File: src/rtl/digit_serial_pkg.sv
// Shared types and helpers for the digit-serial adder/subtractor.
package digit_serial_pkg;

  typedef enum logic [1:0] {
    IDLE = 2'd0,
    RUN  = 2'd1,
    DONE = 2'd2
  } state_t;

  // Width of a counter that must hold 0..ndig-1, never narrower than one bit.
  function automatic int cnt_width(input int ndig);
    return (ndig <= 1) ? 1 : $clog2(ndig);
  endfunction

endpackage

File: src/rtl/digit_slice_adder.sv
// Combinational DIGIT-bit ripple-carry slice; also exposes the carry into its top bit.
module digit_slice_adder #(
  parameter int DIGIT = 4
) (
  input  logic [DIGIT-1:0] a,
  input  logic [DIGIT-1:0] b,
  input  logic             ci,
  output logic [DIGIT-1:0] s,
  output logic             co,
  output logic             c_msb
);

  logic [DIGIT:0] c;

  always_comb begin
    s    = '0;
    c    = '0;
    c[0] = ci;
    for (int i = 0; i < DIGIT; i++) begin
      s[i]   = a[i] ^ b[i] ^ c[i];
      c[i+1] = (a[i] & b[i]) | (c[i] & (a[i] ^ b[i]));
    end
  end

  assign co    = c[DIGIT];
  assign c_msb = c[DIGIT-1];

endmodule

File: src/rtl/digit_serial_addsub.sv
// Multi-cycle WIDTH-bit add/subtract through one shared DIGIT-bit slice,
// with valid/ready handshakes on both sides.
//
//   state | meaning
//   IDLE  | ready for operands (IN_READY=1)
//   RUN   | one digit per cycle through the slice, LSB digit first
//   DONE  | result held with OUT_VALID=1 until OUT_READY
module digit_serial_addsub
  import digit_serial_pkg::*;
#(
  parameter int WIDTH = 16,
  parameter int DIGIT = 4
) (
  input  logic             CLK,
  input  logic             RST,
  input  logic             IN_VALID,
  output logic             IN_READY,
  input  logic [WIDTH-1:0] A,
  input  logic [WIDTH-1:0] B,
  input  logic             CIN,
  input  logic             SUB,
  output logic             OUT_VALID,
  input  logic             OUT_READY,
  output logic [WIDTH-1:0] SUM,
  output logic             COUT,
  output logic             OVF
);

  localparam int NDIG = WIDTH / DIGIT;
  localparam int CW   = cnt_width(NDIG);

  state_t           state, state_nxt;
  logic [WIDTH-1:0] op_a, op_b, res, res_nxt;
  logic             carry, cout_r, ovf_r;
  logic [CW-1:0]    cnt;
  logic [DIGIT-1:0] s;
  logic             co, c_msb;
  logic             accept, last;

  assign accept = (state == IDLE) && IN_VALID;
  assign last   = (state == RUN) && (cnt == CW'(NDIG - 1));

  digit_slice_adder #(.DIGIT(DIGIT)) u_slice (
    .a     (op_a[DIGIT-1:0]),
    .b     (op_b[DIGIT-1:0]),
    .ci    (carry),
    .s     (s),
    .co    (co),
    .c_msb (c_msb)
  );

  // New digits enter at the top so the result is LSB-aligned after NDIG shifts.
  generate
    if (NDIG == 1) begin : g_single
      assign res_nxt = s;
    end else begin : g_multi
      assign res_nxt = {s, res[WIDTH-1:DIGIT]};
    end
  endgenerate

  always_ff @(posedge CLK) begin
    if (RST) state <= IDLE;
    else     state <= state_nxt;
  end

  always_comb begin
    state_nxt = state;
    case (state)
      IDLE:    if (IN_VALID)  state_nxt = RUN;
      RUN:     if (last)      state_nxt = DONE;
      DONE:    if (OUT_READY) state_nxt = IDLE;
      default:                state_nxt = IDLE;
    endcase
  end

  always_ff @(posedge CLK) begin
    if (RST) begin
      op_a   <= '0;
      op_b   <= '0;
      res    <= '0;
      carry  <= 1'b0;
      cnt    <= '0;
      cout_r <= 1'b0;
      ovf_r  <= 1'b0;
    end else if (accept) begin
      op_a  <= A;
      op_b  <= SUB ? ~B : B;
      carry <= CIN ^ SUB;
      cnt   <= '0;
    end else if (state == RUN) begin
      op_a  <= op_a >> DIGIT;
      op_b  <= op_b >> DIGIT;
      res   <= res_nxt;
      carry <= co;
      cnt   <= cnt + CW'(1);
      if (last) begin
        cout_r <= co;
        ovf_r  <= co ^ c_msb;
      end
    end
  end

  assign IN_READY  = (state == IDLE);
  assign OUT_VALID = (state == DONE);
  assign SUM       = res;
  assign COUT      = cout_r;
  assign OVF       = ovf_r;

endmodule

File: config.mk
export PLATFORM = sky130hd
export DESIGN_NAME = digit_serial_addsub
export DESIGN_NICKNAME = d
export VERILOG_FILES = /design/src/rtl/digit_serial_pkg.sv /design/src/rtl/digit_slice_adder.sv /design/src/rtl/digit_serial_addsub.sv
export SDC_FILE = /design/constraint.sdc
export NUM_CORES = 1
export LEC_CHECK = 0
export ABC_AREA = 1
export CAP_MARGIN = 10
export CORE_UTILIZATION = 54
export DETAILED_ROUTE_END_ITERATION = 7
export PLACE_DENSITY = 0.85
export RECOVER_POWER = 100
export SETUP_SLACK_MARGIN = 0.2
export SYNTH_ARGS = -nofsm -noshare
export SYNTH_HDL_FRONTEND = slang
export SYNTH_SLANG_ARGS = --single-unit
File: constraint.sdc
create_clock -name CLK -period 3.3 [get_ports CLK]
set_clock_uncertainty 0.15 [all_clocks]
set_input_delay 0.33 -clock CLK [delete_from_list [all_inputs] [get_ports CLK]]
set_output_delay 0.33 -clock CLK [all_outputs]
set_load 0.02 [all_outputs]
# Yosys cells after proc, flatten, opt, wreduce, memory -nomap -nowiden
# Cells that the tools add are included.
[totals] regBits=55
[classes] addsub=1 eq_ne=6 mux=11 n_bitwise=24 reduce_logical=8
[op_table] cell="two-way mux 16 bit" count=5
[op_table] cell="NOT 16 bit" count=1
[op_table] cell="bitwise XOR 1 bit" count=10
[op_table] cell="AND 1 bit" count=8
[op_table] cell="two-way mux 2 bit" count=3
[op_table] cell="one-hot mux 2 bit (3 select lines)" count=1
[op_table] cell="AND reduction 3 bit" count=2
[op_table] cell="== test 2 bit (second input constant)" count=2
[op_table] cell="inequality test 2 bit (second input constant)" count=2
[op_table] cell="bitwise OR 1 bit" count=4
[op_table] cell="adder 2 x 1 -> 2 bit (second input constant)" count=1
[op_table] cell="== test 2 x 1 -> 1 bit (second input constant)" count=1
[op_table] cell="logical AND 1 bit" count=2
[op_table] cell="zero test 2 bit" count=1
[op_table] cell="two-way mux 1 bit" count=2
[op_table] cell="inequality test 2 x 1 -> 1 bit (second input constant)" count=1
[op_table] cell="AND reduction 2 bit" count=1
[op_table] cell="nonzero test 2 bit" count=1
[op_table] cell="OR reduction 2 bit" count=1
[op_table] cell="NOT 1 bit" count=1

# Longest topological paths before layout
# Gate-level depths: netlist of run 1.
[logic_depth] depth_word=11 mapped_depth=12 ltp_nobuf=12

# By module
# From an unflattened synthesis of run 1, not the netlist that was laid out.
[unflattened] cells_unflattened=402 area_unflattened_um2=2655.0
[modules_own_cells] module="digit_serial_addsub" n_inst=1 cells_each=390 area_each_um2=2544.9
[modules_own_cells] module="digit_slice_adder" n_inst=1 cells_each=12 area_each_um2=110.1

# Worst setup path before layout of run 1
# OpenSTA, ideal clock, no wires.
[synth_path] path_type="register to register" start="register op_a[0]" end="register res[15], in the netlist SUM[15]" setup_ns=0.070 arrival_time_ns=1.924 t_required_ns=3.080 setup_slack_ns=1.156 path_stages_with_launch=9 path_buffers=0 synth_period_minus_slack_ns=2.144 cell_sequence="dfxtp_1 > fa_1 > inv_1 > fa_1 > inv_1 > fa_1 > inv_1 > fa_1 > a21oi_1"
[synth_via] elab_chain_len=8 word_cells_on_any_way=9 cone_classes="bitwise: 9"
[synth_rtl] item="start: declaration" line_no="digit_serial_addsub.sv:33" rtl="logic [WIDTH-1:0] op_a, op_b, res, res_nxt;"
[synth_rtl] item="start signal: assignment" line_no="digit_serial_addsub.sv:91" rtl="op_a <= op_a >> DIGIT;"
[synth_rtl] item="bitwise XOR 1 bit" line_no="digit_slice_adder.sv:21" rtl="c[i+1] = (a[i] & b[i]) | (c[i] & (a[i] ^ b[i]));"
[synth_rtl] item="AND 1 bit" line_no="digit_slice_adder.sv:21"
[synth_rtl] item="bitwise OR 1 bit *" line_no="digit_slice_adder.sv:21"
[synth_rtl] item="AND 1 bit *" line_no="digit_slice_adder.sv:21"
[synth_rtl] item="bitwise OR 1 bit *" line_no="digit_slice_adder.sv:21"
[synth_rtl] item="AND 1 bit *" line_no="digit_slice_adder.sv:21"
[synth_rtl] item="bitwise OR 1 bit *" line_no="digit_slice_adder.sv:21"
[synth_rtl] item="bitwise XOR 1 bit *" line_no="digit_slice_adder.sv:20" rtl="s[i] = a[i] ^ b[i] ^ c[i];"
[synth_rtl] item="end signal: assignment" line_no="digit_serial_addsub.sv:93" rtl="res <= res_nxt;"
[synth_rtl] item="end: declaration" line_no="digit_serial_addsub.sv:33"
# Every way passes the cells marked *; elsewhere a longest branch is shown, timed or not.
# A chain may end at the register's enable or synchronous reset.

==> impl.org, run 1 <==
** Final layout
- Most frequent standard cell in the layout excluding fill and tap cells :: sky130_fd_sc_hd__nand2_1
- After the last flow step, the layout net total stands at 481.
- P&R area growth vs syn :: 24.8%
- The repair_antennas step left the layout with diodes totalling 0.
- Proportion of layout cells with a drive suffix above 1 :: 2.96%
- Final cell utilization of the core :: 72.4%
- Cell area after layout :: 3260 µm²
- In the layout the commonest cells are 158 x sky130_fd_sc_hd__nand2_1, 55 x sky130_fd_sc_hd__dfxtp_1, 41 x sky130_fd_sc_hd__inv_1.

** Floorplan
- Total Die Area :: 5120 µm²
- The floorplan step defined a core boundary enclosing 4500 µm².
- Site Rows :: 24
- Measured along the x axis, the die boundary spans 71.5 µm.
- Die outline height :: 71.5 µm
- 58 I/O pins were placed.
- The initial utilization of the core area, before any placement, comes to 58.0%.

** Setup path
- Critical Setup Path Class :: input pin to flop
- The signal on the critical path passes through dlygate4sd3_1, clkbuf_1, inv_1, o21ai_0, a21oi_1.
- The startpoint identified for the worst register-to-register timing path is state[0]$_SDFFE_PP0P_.
- First element of the critical path :: RST
- Data on the critical path arrives at its endpoint at 2.72 ns.
- STA classifies the critical path startpoint as an input pin.
- Worst endpoint required time :: 3.30 ns
- Of all nets on the critical path, the largest fanout is 30.
- Across all register-to-register paths, the minimum setup slack is 0.90 ns.
- Slowest cell delay on critical path :: 0.83 ns
- Critical Path Sink Type :: flop
- Highest-delay cell along the critical path :: sky130_fd_sc_hd__clkbuf_1

** Global route
- Summed over all layers, the global routing overflow is 0.
- Entering global routing, the biggest net connects 46 pins.
- The first global-routing pass estimated 9230 µm of wire.
- The initial antenna violation count is 0.
- The number of global-route vias before repair is 2241.
- Overall global routing resource usage :: 22.4%

** Clock tree
- The H-tree generated during clock tree synthesis spans 2 levels.
- TritonCTS Sinks :: 55
- TritonCTS built the clock tree.
- TritonCTS buffer count :: 5
- The later pin in the worst-skew pair is clocked with a latency of 0.31 ns.
- Counting along the longest clock path gives a buffer depth of 2.
- Post-CTS setup-driven buffer insertion count :: 0
- Hold bufs inserted after CTS :: 0
- CTS Root Cell :: sky130_fd_sc_hd__clkbuf_8
- In this run, post-CTS repair resized a total of 0 instances.
- Clock transition at the registers of the reported paths :: 0.10 ns

** Routing
- After the first detailed-routing iteration, the DRC count stood at 176.
- In the final routed layout, each cell accounts on average for 10.5 µm.
- For this run, the detailed router's first-pass iteration total came to 4.
- The routed layout has 2419 vias.
- The detail route stage leaves a number of antenna-violating nets equal to 0.
- DRC :: 0
- Wire length reported by the detailed router :: 5170 µm
- Dividing the detail-routed via count by the number of cells gives 4.93.

** Logic synthesis
- Synthesized instance count :: 391
- Sequential cells were found to cover 42.2% of the synthesized design area.
- Netlist area before placement :: 2610 µm²
- During synthesis, Yosys emitted a total of 0 warnings.
- Counting flops and latches in the post-synthesis netlist gives 55.
- The number of nets in the synthesized netlist is 434.
- Unique masters post-synth :: 20
- Average cell area after synthesis :: 6.68 µm²

** Placement
- Prior to clock tree synthesis, the placed netlist has a worst setup slack of 0.985 ns.
- Placer's final routability congestion estimate :: 0.802
- The wire-length estimate of the detail-placed layout is 3630 µm.
- During placement, the flow inserted port buffers numbering 57.
- Once placement finished, the instance area stood at 3180 µm².

** STA
- Setup_tns :: 0 ns
- The final-report max-slew violation count was 46.
- Tcrit/Tclk final :: 82.6%
- Minimum period implied by the final worst setup slack :: 2.73 ns
- Worst path setup slack after routing :: 0.574 ns
- Setup repair after global routing left no endpoint under its margin.
- Highest achievable clock rate :: 0.367 GHz
- The number of hold violations in the final report was 0.
- In this run the tightest slew margin relative to its limit is -11.3%.
- For the pin with the worst max-slew slack, the measured transition is 1.67 ns.
- Setup violations remaining at the end of the flow were counted as 0.

** Min path
- The worst hold path begins at op_a[9]$_SDFFE_PP0P_.
- The path class of the tightest hold or removal check is flop to flop.

** Power
- VDD IR max :: 0.256 mV
- Power Density :: 428 nW/µm²
- The analysis attributes to cell leakage a power of 0.00157 µW.

** Run status
- Violations in the final reports :: capacitance limit, slew limit
- Result of the run :: finished with violations

** Flow run
- Max-capacitance violation count :: 1
## through the flow
| stage | instances | total power, µW | hold WS [ns] |
|---|---|---|---|
| 3_5_place_dp | 483 | 1050 | 0.305 |
| 4_1_cts | 491 | 1420 | 0.321 |
| 2_1_floorplan | 391 | 932 | 0.295 |
| 5_1_grt | 491 | 1470 | 0.340 |
| 3_3_place_gp | 483 | 1040 | 0.302 |
| 6_report | 491 | 1390 | 0.321 |
## flip-flops by register name, summed over array words and instances (netlist names)
name   count
carry      1
state      2
op_a      16
COUT       1
SUM       16
op_b      16
OVF        1
cnt        2
## worst max-delay path, delay by kind of cell
| kind | cells | cell delay [ns] |
|---|---|---|
| AO/OA/AOI/OAI | 2 | 0.32 |
| buffers and inverters | 3 | 2.06 |
## worst paths after layout
kind | endpoint | cells past startpoint
worst max-delay path | SUM[15]$_SDFFE_PP0P_ | 5
worst min-delay path | op_a[9]$_SDFFE_PP0P_ | 2
worst max register to register | op_b[10]$_SDFFE_PP0P_ | 6
worst min register to register | op_a[9]$_SDFFE_PP0P_ | 2
## cells in the mapped netlist, drive strengths merged
master  count  area (µm²)
a21oi      24         120
a31oi       4        25.0
buf        15        76.3
clkbuf      7        27.5
dfxtp      55        1100
fa          4        80.1
ha          1        12.5
inv        41         154
nand2     158         593
nand3      16        80.1
nand3b      8        60.1
nor2       34         135
o21ai      18        93.8
xor2        6        52.6
## where the power goes
part / internal (µW) / switching, µW / total (µW)
Combinational: 126 / 156 / 282
Sequential: 712 / 28.5 / 741
Clock: 152 / 220 / 372
## kinds of logic (layout without fill, tap and decap cells)
| kind of cell | after synthesis | in the layout | share of synthesized area, % |
|---|---|---|---|
| and+or+nand+nor | 216 | 216 | 33.3 |
| adders and majority gates | 5 | 5 | 3.55 |
| xor gates and xnor gates | 6 | 6 | 2.01 |
| AOI/OAI and AO/OA | 46 | 46 | 9.15 |
| DFF | 55 | 55 | 42.2 |
| buffers and inverters | 63 | 111 | 9.87 |
## cell type report
| type | count | area [µm²] |
|---|---|---|
| well taps | 52 | 65.1 |
| multi-input cells | 273 | 1250 |
| clock inverters | 3 | 22.5 |
| fillers | 393 | 1240 |
| flip-flops and latches | 55 | 1100 |
| inverters | 41 | 154 |
| clock buffers | 5 | 68.8 |
| repair buffers | 62 | 601 |
## layer usage
| metal | global-route usage (%) | vias up | wire [µm] |
|---|---|---|---|
| li1 | - | 1291 | - |
| met1 | 26.9 | 1060 | 2370 |
| met2 | 41.8 | 61 | 2540 |
| met3 | 3.38 | 7 | 202 |
| met4 | 5.88 | 0 | 57 |
| met5 | 0 | - | 0 |
(Power assumes the default switching activity.)
==> inputs of run 2 (changes only) <==
Settings changed: CORE_UTILIZATION 54 to 50, PLACE_DENSITY 0.85 to 0.79.
Clock period 3.3 ns to 2.8 ns, I/O delays scaled along.
==> impl.org, run 2 (same netlist as run 1, synthesis figures left out) <==
** STA
- Count of final hold-check violations :: 0 (unchanged)
- The final-report max-slew violation count was 0 (was 46).
- The final hold slack was 0.319 ns (was 0.321 ns).
- Number of failing setup endpoints in the final timing report :: 0 (unchanged)
- Minimum period implied by the final worst setup slack :: 2.43 ns
- In the finished design, the share of the clock period the worst path needs comes to 86.8%.
- Setup_tns :: 0 ns (unchanged)
- Transition at the pin with the smallest max-transition slack :: 1.37 ns (was 1.67 ns)
- Highest achievable clock rate :: 0.411 GHz
- The relative slew slack is 8.72% (was -11.3%).
- Setup repair after global routing missed its margin :: false (unchanged)

** Clock tree
- Maximum buffer depth of the clock tree :: 2 (unchanged)
- TritonCTS Sinks :: 55 (unchanged)
- Hold bufs inserted after CTS :: 0 (unchanged)
- The root buffer cell was sky130_fd_sc_hd__clkbuf_8 (unchanged).
- The total number of H-tree levels came to 2 (unchanged).
- Clock transition at the registers of the reported paths :: 0.10 ns (about the same)
- The number of setup buffers added after CTS came to 0 (unchanged).
- Clock latency reported for the late side of the worst-skew pair :: 0.31 ns (about the same)
- TritonCTS buffer count :: 5 (unchanged)
- The TritonCTS clock tree was yes (unchanged).
- CTS resizes :: 0 (unchanged)

** Routing
- The count of vias placed by the detailed router came to 2436 (was 2419).
- The final routed wirelength across all metal layers came to 5390 µm (was 5170 µm).
- The number of DRC markers after the initial detailed-route iteration is 159 (was 176).
- The DRC violation count after routing was 0 (unchanged).
- The number of search-and-repair iterations in the first detailed-routing pass is 4 (unchanged).
- The via density per instance came to 4.79 (was 4.93).
- The average wire per standard cell came to 10.6 µm (was 10.5 µm).
- Count of antenna-violating nets left after detailed routing :: 0 (unchanged)

** Placement
- Instance area at placement :: 3230 µm² (was 3180 µm²)
- The placed wire-length estimate came to 3780 µm (was 3630 µm).
- The placer's final routability congestion estimate came to 0.807 (was 0.802).
- Number of placed instances with taps included :: 501 (was 483)
- Port Buffers :: 57 (unchanged)

** Setup path
- Critical path peak fanout :: 14 (was 30)
- The startpoint class of the critical path is a flop (was input pin).
- The critical path buffer and inverter count is 2 (was 3).
- Count of cell instances traversed by the critical path :: 3 (was 5)
- Critical Setup Path Class :: flop to primary output (was input pin to flop)
- Kind of cell adding the most delay to the critical path :: buffers and inverters (unchanged)
- The cell count of the worst reg-to-reg path was 5 (was 6).
- Critical Path Sink Type :: primary output (was flop)
- CP Cell Sequence: nor2_1, clkbuf_1, dlygate4sd3_1 (was dlygate4sd3_1, clkbuf_1, inv_1, o21ai_0, a21oi_1).
- Worst endpoint required time :: 2.37 ns (was 3.30 ns)
- Worst EP arrival :: 2.00 ns (was 2.72 ns)
- Slowest cell delay on critical path :: 0.75 ns (was 0.83 ns)
- The master of the slowest instance on the critical path is sky130_fd_sc_hd__dlygate4sd3_1 (was sky130_fd_sc_hd__clkbuf_1).

** Final layout
- Most frequent standard cell in the layout excluding fill and tap cells :: sky130_fd_sc_hd__nand2_1 (unchanged)
- Filler-free cell count of the finished design :: 509 (was 491)
- P&R area growth vs syn :: 26.7% (was 24.8%)
- Antenna diode instance count :: 0 (unchanged)
- The final-stage net count came to 484 (was 481).
- Most frequent cells in the layout: 158 x sky130_fd_sc_hd__nand2_1, 55 x sky130_fd_sc_hd__dfxtp_1, 41 x sky130_fd_sc_hd__inv_1 (unchanged).
- The area of all placed cells without fillers came to 3310 µm² (was 3260 µm²).
- The fraction of final layout cells with drive strength greater than 1 was 3.17% (was 2.96%).

** Power
- The power density normalized to cell area came to 500 nW/µm² (was 428 nW/µm²).
- The sum of internal, switching and leakage power was 1660 µW (was 1390 µW).
- VDD IR max :: 0.291 mV (was 0.256 mV)
- Leakage Power :: 0.00157 µW (about the same)

** Global route
- The largest net degree at the start of global routing is 36 (was 46).
- The number of global-route vias before repair is 2076 (was 2241).
- The total grt overflow was 0 (unchanged).
- Antenna violations before repair :: 0 (unchanged)
- Global-route wire length before repair :: 9130 µm (was 9230 µm)
- Overall global routing resource usage :: 21.2% (was 22.4%)

** Floorplan
- The area inside the core boundary was 4880 µm² (was 4500 µm²).
- The starting density of the core came to 53.5% (was 58.0%).
- Die outline height :: 74.3 µm (was 71.5 µm)
- The full die area is 5520 µm² (was 5120 µm²).
- Total I/O pin count :: 58 (unchanged)
- Die span in x :: 74.3 µm (was 71.5 µm)
- Site Rows :: 25 (was 24)

** Min path
- Worst Hold Path Cells :: 2 (unchanged)
- The worst hold path class is flop to flop (unchanged).

** Run status
- Result of the run :: completed (was finished with violations)

** Flow run
- The reported max-cap violation count is 0 (was 1).
## run 2: final timing paths
check                         from                    end  slack (ns)
max          state[0]$_SDFFE_PP0P_               IN_READY        0.37
min          op_a[11]$_SDFFE_PP0P_  op_a[11]$_SDFFE_PP0P_        0.32
max reg2reg  state[0]$_SDFFE_PP0P_   SUM[14]$_SDFFE_PP0P_        0.49
min reg2reg  op_a[11]$_SDFFE_PP0P_  op_a[11]$_SDFFE_PP0P_        0.32
## run 2: final cells by class
class	count	area, µm²
fillers	467	1570
multi-input cells	273	1250
flip-flops and latches	55	1100
repair buffers	65	628
inverters	41	154
well taps	67	83.8
clock buffers	5	68.8
clock inverters	3	25.0
## run 2: stage by stage
step | utilization (%) | setup slack, ns
floorplan | - | 0.656
global route | 67.8 | 0.278
global placement | 66.3 | 0.594
CTS | 68.2 | 0.520
finish | 67.8 | 0.369
detailed placement | 66.3 | 0.537
## run 2: metal layers
metal	wire, µm	track usage, %	vias to the layer above
met5	0	0	-
li1	-	-	1295
met4	70	5.87	0
met3	194	4.20	8
met1	2540	27.0	1077
met2	2580	36.8	56
## run 2: worst register-to-register path, cell delays in order (launching register included)
cell and delay (ns):
sky130_fd_sc_hd__dfxtp_1 0.43, sky130_fd_sc_hd__inv_1 0.10, sky130_fd_sc_hd__nor2_2 1.02, sky130_fd_sc_hd__clkbuf_1 0.35
sky130_fd_sc_hd__nor2_1 0.07, sky130_fd_sc_hd__nor2_1 0.12
## run 2: power by group
part | switching [µW] | leakage (µW) | internal, µW
Sequential | 32.5 | 0.000452 | 839
Combinational | 188 | 0.00108 | 151
Clock | 264 | 0.0000443 | 179
